===== src/rtl/imem_loader.sv =====
// imem_loader
//   Writer side of the instruction memory. Accepts a program image as a byte
//   stream over a valid/ready handshake and writes it one 32-bit word at a time.
//   The core is held in reset until a complete image with a matching checksum
//   has been written.
//
//   Stream: [count] [w0b0 w0b1 w0b2 w0b3] ... [w(N-1)b3] [checksum]
//     count 0 means DEPTH words, 1..DEPTH means that many, above DEPTH fails.
//     checksum is the XOR of all 4N data bytes.
//
// Ports
//   clk, rst      rising-edge clock, synchronous active-high reset
//   start         single-cycle pulse that begins a load (ignored while busy)
//   rx_valid      byte available on rx_data
//   rx_data       stream byte
//   rx_ready      loader accepts a byte this cycle
//   mem_we        one-cycle write strobe to the instruction memory
//   mem_addr      word address of the write
//   mem_wdata     word being written
//   core_hold     holds the core in reset; low only after a good load
//   busy          load in progress
//   done / err    outcome of the last load
//   words_loaded  words written in the current or last load
module imem_loader #(
  parameter int ADDR_W = 6,
  parameter int DEPTH  = 64
) (
  input  logic              clk,
  input  logic              rst,
  input  logic              start,
  input  logic              rx_valid,
  input  logic [7:0]        rx_data,
  output logic              rx_ready,
  output logic              mem_we,
  output logic [ADDR_W-1:0] mem_addr,
  output logic [31:0]       mem_wdata,
  output logic              core_hold,
  output logic              busy,
  output logic              done,
  output logic              err,
  output logic [ADDR_W:0]   words_loaded
);

  localparam logic [7:0]      DEPTH_B = 8'(DEPTH);
  localparam logic [ADDR_W:0] DEPTH_N = (ADDR_W+1)'(DEPTH);
  localparam logic [ADDR_W:0] ONE_N   = (ADDR_W+1)'(1);

  typedef enum logic [2:0] {
    S_IDLE,
    S_COUNT,
    S_DATA,
    S_CHECK,
    S_DONE,
    S_ERR
  } state_t;

  state_t state, state_nxt;

  logic [1:0]        byte_idx;
  logic [ADDR_W-1:0] word_idx;
  logic [ADDR_W:0]   n_words;
  logic [7:0]        csum;
  logic [23:0]       asm_p0;

  logic hs;
  logic can_start;
  logic last_byte;
  logic last_word;

  assign hs        = rx_valid & rx_ready;
  assign can_start = start & ((state == S_IDLE) | (state == S_DONE) | (state == S_ERR));
  assign last_byte = hs & (state == S_DATA) & (byte_idx == 2'd3);
  // words_loaded still holds the count before this word is counted.
  assign last_word = last_byte & ((words_loaded + ONE_N) == n_words);

  always_ff @(posedge clk) begin
    if (rst) begin
      state <= S_IDLE;
    end else begin
      state <= state_nxt;
    end
  end

  always_comb begin
    state_nxt = state;
    rx_ready  = 1'b0;
    busy      = 1'b0;
    core_hold = 1'b1;
    done      = 1'b0;
    err       = 1'b0;
    case (state)
      S_IDLE: begin
        if (can_start) state_nxt = S_COUNT;
      end
      S_COUNT: begin
        rx_ready = 1'b1;
        busy     = 1'b1;
        if (hs) begin
          if (rx_data > DEPTH_B) state_nxt = S_ERR;
          else                   state_nxt = S_DATA;
        end
      end
      S_DATA: begin
        rx_ready = 1'b1;
        busy     = 1'b1;
        if (last_word) state_nxt = S_CHECK;
      end
      S_CHECK: begin
        rx_ready = 1'b1;
        busy     = 1'b1;
        if (hs) begin
          if (rx_data == csum) state_nxt = S_DONE;
          else                 state_nxt = S_ERR;
        end
      end
      S_DONE: begin
        core_hold = 1'b0;
        done      = 1'b1;
        if (can_start) state_nxt = S_COUNT;
      end
      S_ERR: begin
        err = 1'b1;
        if (can_start) state_nxt = S_COUNT;
      end
      default: state_nxt = S_IDLE;
    endcase
  end

  // Byte capture and word write stage: the 4th byte of a word is registered
  // straight into the write port, so the strobe lands one cycle after it.
  always_ff @(posedge clk) begin
    if (rst) begin
      mem_we       <= 1'b0;
      mem_addr     <= '0;
      mem_wdata    <= '0;
      words_loaded <= '0;
      byte_idx     <= '0;
      word_idx     <= '0;
      csum         <= '0;
      n_words      <= '0;
    end else begin
      mem_we <= 1'b0;
      if (can_start) begin
        words_loaded <= '0;
        byte_idx     <= '0;
        word_idx     <= '0;
        csum         <= '0;
      end
      if (hs && (state == S_COUNT)) begin
        n_words <= (rx_data == 8'd0) ? DEPTH_N : rx_data[ADDR_W:0];
      end
      if (hs && (state == S_DATA)) begin
        csum     <= csum ^ rx_data;
        byte_idx <= byte_idx + 2'd1;
        if (last_byte) begin
          mem_we       <= 1'b1;
          mem_addr     <= word_idx;
          mem_wdata    <= {rx_data, asm_p0};
          word_idx     <= word_idx + 1'b1;
          words_loaded <= words_loaded + ONE_N;
        end
      end
    end
  end

  // Lower three lanes of the word under assembly; pure data, never reset.
  always_ff @(posedge clk) begin
    if (hs && (state == S_DATA)) begin
      case (byte_idx)
        2'd0:    asm_p0[7:0]   <= rx_data;
        2'd1:    asm_p0[15:8]  <= rx_data;
        2'd2:    asm_p0[23:16] <= rx_data;
        default: asm_p0        <= asm_p0;
      endcase
    end
  end

endmodule

===== config.mk =====
export PLATFORM = sky130hd
export DESIGN_NAME = imem_loader
export DESIGN_NICKNAME = d
export VERILOG_FILES = /design/src/rtl/imem_loader.sv
export SDC_FILE = /design/constraint.sdc
export NUM_CORES = 1
export LEC_CHECK = 0
export BUFFER_PORTS_ARGS = -buffer_cell sky130_fd_sc_hd__clkbuf_2
export CAP_MARGIN = 5
export CORE_MARGIN = 4
export CORE_UTILIZATION = 45
export DETAILED_ROUTE_END_ITERATION = 8
export PLACE_DENSITY = 0.68
export SLEW_MARGIN = 15
export SYNTH_ARGS = -nofsm -noshare
export SYNTH_HDL_FRONTEND = slang
export SYNTH_SLANG_ARGS = --single-unit

===== constraint.sdc =====
create_clock -name clk -period 1.44 [get_ports clk]
set_input_delay 0.072 -clock clk [delete_from_list [all_inputs] [get_ports clk]]
set_output_delay 0.072 -clock clk [all_outputs]
set_load 0.03 [all_outputs]

* After elaboration in Yosys (flattened, before gate mapping)
Index checks and enable logic that the tools add are counted.
W data, S select, Z words.
** Word-level totals
- Bits in registers :: 96
- Latch bits :: 0
- Memory bits (writable) :: 0
- Memory bits (read-only) :: 0
- Bits of input ports :: 12
- Output and inout port bits :: 51
- Word-level logic and storage cells :: 76
- Memories :: 0
** Cells by class
- $add $sub $neg :: 3
- Multiply operators :: 0
- Div/mod/pow operators :: 0
- Magnitude comparators :: 1
- Equal/unequal tests :: 14
- Shift-type cells :: 0
- Multiplexer cells :: 23
- Bitwise operators :: 9
- Reductions and logical operators :: 14
** Operator list (number)
- $mux W7 :: 4
- $mux W6 :: 3
- $mux W8 :: 2
- $mux W3 :: 5
- $pmux W3 S4 :: 1
- $eq A8 B8 Y1 :: 1
- $gt A8 B7 Y1 const B :: 1
- $logic_not A8 Y1 :: 1
- $reduce_and A2 Y1 :: 4
- $xor A8 B8 Y8 :: 1
- $add A7 B1 Y7 const B :: 1
- $eq A7 B7 Y1 :: 1
- $add A6 B1 Y6 const B :: 1
- $eq A3 B2 Y1 const B :: 2
- $eq A3 B3 Y1 const B :: 2
- $mux W1 :: 6
- $ne A2 B2 Y1 const B :: 3
- $reduce_or A3 Y1 :: 2
- $and A1 B1 Y1 :: 5
- $eq A2 B2 Y1 const B :: 2
- $mux W2 :: 2
- $reduce_and A4 Y1 :: 1
- $eq A3 B1 Y1 const B :: 1
- $logic_not A3 Y1 :: 1
- other kinds (9) :: 11

* Longest topological paths before layout
Gate-level depths: netlist of run 1.
- Depth in word-level cells :: 9
- Gate-level depth with buffers :: 7
- Depth with buffers taken out :: 6

* Worst setup path before layout of run 1
OpenSTA, ideal clock, no wires.
- Path type :: register to register
- From :: register words_loaded[0]
- To :: register state[0]
- Setup time :: 125 ps
- Arrival time :: 1613 ps
- Path slack :: -298 ps
- Stages on the path, launching flop included :: 7
- Cell sequence :: dfxtp_1 -> ha_1 -> and2_1 -> nor2b_1 -> o311a_1 -> o2111ai_1 -> a21oi_1
** Between the ends
- Word-level cells in the longest chain between the ends :: 5
** RTL lines
- start, declared :: RTL line 41 : output logic [ADDR_W:0] words_loaded
- start signal, assigned :: RTL line 160 : words_loaded <= words_loaded + ONE_N;
- $add A7 B1 Y7 :: RTL line 74 : assign last_word = last_byte & ((words_loaded + ONE_N) == n_words);
- $eq A7 B7 Y1 :: RTL line 74
- $and A1 B1 Y1 :: RTL line 74
- $ne A2 B2 Y1 (no line)
- $reduce_and A4 Y1 (no line)
- end signal, assigned :: RTL line 80 : state <= state_nxt;
- end, declared :: RTL line 57 : state_t state, state_nxt;
Every way passes these cells.
A chain may end at the register's enable or synchronous reset.

* Final worst setup path of run 1
Ends and elaborated chain as after synthesis.

==> flow_summary_export.csv, run 1 <==
group,metric,value,unit
finish,area.growth.synth_to_final,35.5,%
critical_path,crit_path_start_kind,"flop",
timing,setup_violations,17,
drt,drc,0,
place,port_buffers,62,
finish,commonest_cells_after_routing_fill_and_taps_aside,"dfxtp_1, nand2_1, clkbuf_2",
run_status,outcome,"finished with violations",
timing,final.period_utilization,105,%
pwr,power.share.sequential,57.1,%
pwr,peakVddDrop,0.641,mV
timing,fin_crit,1.50,ns
critical_path,crit_chain,"ha_4 -> and2_4 -> nor2b_1 -> o311a_1 -> o2111ai_2 -> a21oi_1",
timing,max_clock_freq,664,MHz
yosys,yosysWarnings,0,
pwr,power.internal,3.61,mW
run,cap_violations,0,
finish,multi_input_comb_area,1930,sq um
pwr,power.share.clock,34.4,%
yosys,yosys-top-cells-area,"dfxtp_1, edfxtp_1, nand2_1, a21oi_1, xnor2_1",
yosys,ys_seq_area_share,55.3,%
drt,totalWireLength,9810,um
floorplan,floorplan.die.width,101,um
global_routing,number_of_antenna_violations_at_the_first_check_in_global_routing,0,
critical_path,cp.arrival,1.75,ns
floorplan,dieArea,10200,sq um
global_routing,grt_usage,17.8,%
clock_tree,tritoncts,"done",
critical_path,critPathRequiredTime,1.69,ns
global_routing,first_global_vias,2997,
clock_tree,worst_setup_hold_path_clk_slew,0.10,ns
timing,tightestPinTransition,0.418,ns
place,dp_hpwl,6380,um
timing,clock-skew-final,0.00720,ns
floorplan,core_region_area,8340,sq um
yosys,synth.largest_area_cell,"dfxtp_1",
global_routing,grt_pass1_wl,14400,um
global_routing,overflow,0,
yosys,synthCells,421,
yosys,syn-cell-area,3910,sq um
critical_path,timing_worst_setup_path_type,"reg -> reg",
critical_path,critical_path.slowest_cell,"dfxtp_4",
critical_path,timing.reg2reg.setup_slack,-0.06,ns
critical_path,timing.critical_path.slowest_cell_delay,0.36,ns
finish,final_net_count,535,
finish,final.fill_count,696,
drt,antenna_violating_nets_post_route,0,
timing,holdWs,0.0354,ns
clock_tree,h-tree-depth,3,
run_status,violations,"setup timing",
finish,final_antenna_diode_count,0,
clock_tree,cts.root.buffer_cell,"clkbuf_8",
yosys,count_of_state_elements_after_synthesis,96,
pwr,netSwitchingPower,1.28,mW
drt,routed_wire_length_per_instance,15.6,um
timing,rsz_0062_raised_after_global_routing,"yes",
yosys,synthesis.nets,439,
place,worst_setup_slack_after_placement,-0.178,ns
yosys,netlist-cell-type-count,42,
floorplan,initial_utilization,46.8,%
timing,final.setup.worst_slack,-0.0649,ns
yosys,synthArstFlopShare,0,%
hold_path,hold_path_class,"in -> reg",
timing,hold_violations,0,
yosys,post-synth-top-area-fraction,36.9,%
timing,slew-limit-headroom,71.9,%
pwr,power_per_standard_cell_area,924,nW/um^2
clock_tree,cts_sinks,96,
pwr,power.combinational.fraction,8.5,%
drt,vias_per_cell,5.25,
drt,dr.first_iter.drc_count,147,
finish,drive_above_1_share,40.2,%
clock_tree,clk-insertion-delay-late,0.36,ns
timing,timing.final.max_slew_violations,0,
pwr,p_leak,2.08,nW
clock_tree,clk_path_buf_depth,2,
finish,final-seq-area,2170,sq um
floorplan,ios,63,
critical_path,worst_path_dominant_cell_family,"compound AO/OA/AOI/OAI gates",
clock_tree,cts_made_buffers,9,
clock_tree,cts-hold-fix-buffers,0,
critical_path,critical_path.n_buffers_inverters,0,
drt,dr_total_vias,3290,
critical_path,biggest_fanout_along_the_worst_timing_path,2,
drt,dr.pass1.iters,5,
place,gpl.final_weighted_congestion,0.817,
yosys,synthFlopType,"dfxtp_1",
critical_path,end_kind,"flop",
yosys,syn_avg_cell_area,9.28,sq um
floorplan,chipHeight,101,um
finish,final_common_cell,"dfxtp_1",
global_routing,pin_count_of_the_biggest_net_entering_global_routing,30,
pwr,swShare,26.1,%
yosys,synth_edf_count,24,
floorplan,placement_rows,33,
[metal layers]
metal,vias to the layer above,routed length (um),global-route usage [%]
li1,1623,-,-
met1,1563,4260,23.2
met5,-,0,0
met2,91,4850,28.8
met4,0,157,6.03
met3,13,545,4.61
[tightest hold or removal path: cells and delay by family]
kind | cells | cell delay [ns]
buffers and inverters | 1 | 0.13
AND/OR/NAND/NOR | 1 | 0.09
AO/OA/AOI/OAI | 1 | 0.06
[synthesized netlist by cell type (5+ instances only)]
cell,n
nand2_1,85
nand3_1,6
dfxtp_1,72
nor2_1,33
nor3_1,8
xnor2_1,16
nand3b_1,10
nand4_1,5
ha_1,6
o21ai_1,9
edfxtp_1,24
mux2i_1,6
a21oi_1,62
xor2_1,5
buf_2,6
clkbuf_1,13
o21ai_0,5
and2_1,6
inv_1,5
buf_4,7
[cell families (layout without fill, tap and decap cells)]
logic type | after synthesis | in the layout | share of synthesized area [%]
compound gates | 84 | 84 | 11.5
buf+inv | 34 | 135 | 4.32
simple gates | 173 | 173 | 20.4
flops | 96 | 96 | 55.3
mux | 7 | 7 | 1.83
xor+xnor | 21 | 21 | 4.71
fa+ha+maj | 6 | 6 | 1.92
[state kept, by name (all words and copies together) (netlist names), 3 cells and up]
signal,flops
mem_wdata,32
asm_p0,24
csum,8
n_words,7
words_loaded,7
mem_addr,6
word_idx,6
state,3
[worst paths after layout]
| kind | from | endpoint | cells past startpoint |
|---|---|---|---|
| max | words_loaded[0] | state[0] | 6 |
| min | rx_data[0] | csum[0] | 3 |
| max reg2reg | words_loaded[0] | state[0] | 6 |
| min reg2reg | mem_wdata[30] | mem_wdata[30] | 2 |
[metrics by stage]
| stage | area [sq um] | power [mW] | cells | util [%] | TNS, ns |
|---|---|---|---|---|---|
| finish | 5290 | 4.89 | 627 | 63.4 | -0.295 |
| global route | 5290 | 5.06 | 627 | 63.4 | -2.68 |
| CTS | 4840 | 4.88 | 619 | 58.1 | -0.376 |
| detailed placement | 4530 | 3.19 | 599 | 54.3 | -5.94 |
| global placement | 4530 | 3.19 | 599 | 54.3 | -3.19 |
| floorplan | 3930 | 3.04 | 421 | - | -0.956 |
[what timing repair did]
action | in CTS | in global routing
gates resized for setup | 29 | 94
setup endpoints to repair | 83 | 87
buffers inserted | 4 | 5
pin swaps | 8 | 46
gates cloned | 0 | 3
[area by class of cell]
type	instances	area share, %
clock buffers	9	2.34
clock inverters	7	1.16
inverters	5	0.426
multi-input cells	291	36.5
flip-flops and latches	96	41.0
well taps	105	2.48
repair buffers	114	16.0
[power by group through the flow]
stage	combinational [mW]	sequential, mW	clock [mW]
after detailed placement	0.343	2.85	0
after global placement	0.337	2.85	0
after floorplan	0.189	2.85	0
final	0.415	2.79	1.68
after global routing	0.444	2.79	1.83
after CTS	0.382	2.79	1.71
Note: power is estimated with default switching activity, not from simulation.
==> run 2: changes to the inputs <==
--- a/config.mk
+++ b/config.mk
@@ -8,9 +8,8 @@
 export BUFFER_PORTS_ARGS = -buffer_cell sky130_fd_sc_hd__clkbuf_2
 export CAP_MARGIN = 5
 export CORE_MARGIN = 4
-export CORE_UTILIZATION = 45
+export CORE_UTILIZATION = 40
 export DETAILED_ROUTE_END_ITERATION = 8
-export PLACE_DENSITY = 0.68
 export SLEW_MARGIN = 15
 export SYNTH_ARGS = -nofsm -noshare
 export SYNTH_HDL_FRONTEND = slang
==> run 2 against run 1 <==
Net effect: the run still ends with setup timing left; setup slack got worse by 0.0064 ns; sequential share of layout area up 1.5 points; first-iteration DRC count is 31% lower; clock-buffer cell count increased by 1; clock power increased by 4%; sequential power is essentially flat; largest power group unchanged.
==> flow_summary_export.csv, run 2 (synthesized netlist as in run 1, its figures left out) <==
group,metric,value,unit
global_routing,grt_pass1_wl,14800,um
critical_path,critical_path.slowest_cell,"and4bb_2",
critical_path,end_kind,"flop",
clock_tree,cts_made_buffers,9,
timing,tightestPinTransition,0.384,ns
drt,drc,0,
finish,final_net_count,532,
finish,final_common_cell,"nand2_1",
clock_tree,worst_setup_hold_path_clk_slew,0.10,ns
drt,dr.first_iter.drc_count,102,
clock_tree,cts_sinks,96,
finish,drive_above_1_share,32.2,%
clock_tree,cts.root.buffer_cell,"clkbuf_8",
place,port_buffers,62,
run,cap_violations,0,
drt,vias_per_cell,4.96,
timing,final.period_utilization,105,%
drt,highest_metal_layer_with_signal_wires,"met4",
pwr,totalPowerFinal,4.90,mW
floorplan,initial_utilization,41.7,%
global_routing,overflow,0,
timing,max_clock_freq,662,MHz
pwr,power.share.sequential,56.9,%
clock_tree,clk_path_buf_depth,2,
pwr,netSwitchingPower,1.26,mW
drt,dr_total_vias,3217,
timing,timing.final.max_slew_violations,0,
floorplan,chipHeight,107,um
pwr,power.share.clock,35.6,%
hold_path,hold_path_class,"in -> reg",
timing,slew-limit-headroom,74.1,%
critical_path,timing_worst_setup_path_type,"reg -> reg",
run_status,outcome,"finished with violations",
pwr,peakVddDrop,0.509,mV
critical_path,timing.critical_path.slowest_cell_delay,0.36,ns
critical_path,critPathRequiredTime,1.71,ns
floorplan,dieArea,11400,sq um
finish,flip_flop_count_of_the_largest_register_all_copies_and_words_added,32,
global_routing,grt_usage,16.3,%
finish,area.growth.synth_to_final,30.6,%
drt,totalWireLength,9420,um
critical_path,critical_path.n_buffers_inverters,1,
drt,dr.pass1.iters,4,
timing,hold_violations,0,
critical_path,crit_path_start_kind,"flop",
pwr,swShare,25.7,%
run_status,violations,"setup timing",
critical_path,biggest_fanout_along_the_worst_timing_path,8,
finish,top_register,"mem_wdata",
critical_path,worst_path_dominant_cell_family,"simple AND/OR/NAND/NOR gates",
floorplan,core_region_area,9370,sq um
timing,setup_violations,10,
pwr,power.combinational.fraction,7.5,%
place,gpl.final_weighted_congestion,0.821,
drt,antenna_violating_nets_post_route,0,
finish,commonest_cells_after_routing_fill_and_taps_aside,"nand2_1, dfxtp_1, clkbuf_2",
clock_tree,tritoncts,"done",
pwr,power.internal,3.64,mW
timing,clock-skew-final,0.0151,ns
drt,wirelength_met1,4480,um
timing,fin_crit,1.51,ns
timing,setup_total_negative_slack,-0.223,ns
pwr,p_leak,1.93,nW
critical_path,crit_chain,"and4bb_2 -> and2_4 -> buf_6 -> nand2_1 -> xor2_1 -> nor3_1",
critical_path,cp.arrival,1.78,ns
timing,final.setup.worst_slack,-0.0713,ns
pwr,power_per_standard_cell_area,961,nW/um^2
drt,detailroute.wirelength.met3,408,um
clock_tree,clk-insertion-delay-late,0.36,ns
floorplan,placement_rows,35,
floorplan,floorplan.die.width,107,um
timing,rsz_0062_raised_after_global_routing,"yes",
global_routing,pin_count_of_the_biggest_net_entering_global_routing,29,
global_routing,first_global_vias,2957,
clock_tree,h-tree-depth,3,
floorplan,ios,63,
drt,routed_wire_length_per_instance,14.5,um
global_routing,number_of_antenna_violations_at_the_first_check_in_global_routing,0,
finish,biggestRegsByFlops,"mem_wdata: 32 flops, asm_p0: 24 flops, csum: 8 flops",
drt,met2_wirelength,4440,um
place,dp_hpwl,6420,um
finish,final_antenna_diode_count,0,
timing,holdWs,0.0274,ns
## run 2: cell count changes in the layout (fill, tap and decap cells not counted), moves of 2 or more
cell     before  now
buf_12        3    5
buf_8         4    2
nand2_2       6    0
a21oi_2      25   15
o21ai_1       6   11
nand2_1      62   85
buf_6        10    7
nor2_2        2    5
a21oi_1      37   47
o21ai_0       1    3
o21ai_2       7    0
nor2_1       32   29
nand2_4      18    1
## run 2: what timing repair did
item	in CTS	in global routing
hold buffers	1	0
gates resized for setup	18	38
gates cloned	1	2
hold endpoints to repair	1	0
setup endpoints to repair	56	76
pin swaps	3	9
buffers inserted	1	8
## run 2: power by group through the flow
stage          registers (mW)  logic (mW)  clock network, mW
6_report                 2.79       0.368               1.75
3_5_place_dp             2.85       0.344                  0
4_1_cts                  2.79       0.360               1.78
5_1_grt                  2.79       0.401               1.89
3_3_place_gp             2.85       0.342                  0
2_1_floorplan            2.85       0.189                  0
## run 2: area by class of cell
cell class                      count  area, sq um
Multi-Input combinational cell    291         1710
Clock inverter                      6         57.6
Inverter                            5         18.8
Fill cell                         901         4270
Sequential cell                    96         2170
Timing Repair Buffer              111          847
Clock buffer                       10          138
Tap cell                          129          161
## run 2: final timing paths
check / startpoint / to / slack [ns] / cells past startpoint
worst max-delay path: state[0] / word_idx[3] / -0.07 / 6
worst min register to register: mem_wdata[3] / mem_wdata[3] / 0.46 / 2
worst max register to register: state[0] / word_idx[3] / -0.07 / 6
worst min-delay path: rx_data[1] / asm_p0[1] / 0.03 / 1
## run 2: per-layer routing
layer / up-vias / track usage (%)
li1: 1619 / -
met1: 1509 / 22.6
met4: 0 / 4.47
met3: 8 / 3.73
met5: - / 0
met2: 81 / 25.5
## run 2: per-stage QoR
stage                     instances  setup WS [ns]  util (%)  area, sq um
after floorplan                 421        -0.0696         -         3930
after global placement          619         -0.122      48.7         4570
after detailed placement        619         -0.161      48.7         4570
after CTS                       638        -0.0344      51.9         4870
after global routing            648         -0.180      54.4         5100
final                           648        -0.0713      54.4         5100
## run 2: worst reg2reg max path, cell delays in order (launching register included)
cell	delay, ns
dfxtp_1	0.32
and4bb_2	0.36
and2_4	0.24
buf_6	0.13
nand2_1	0.05
xor2_1	0.14
nor3_1	0.20
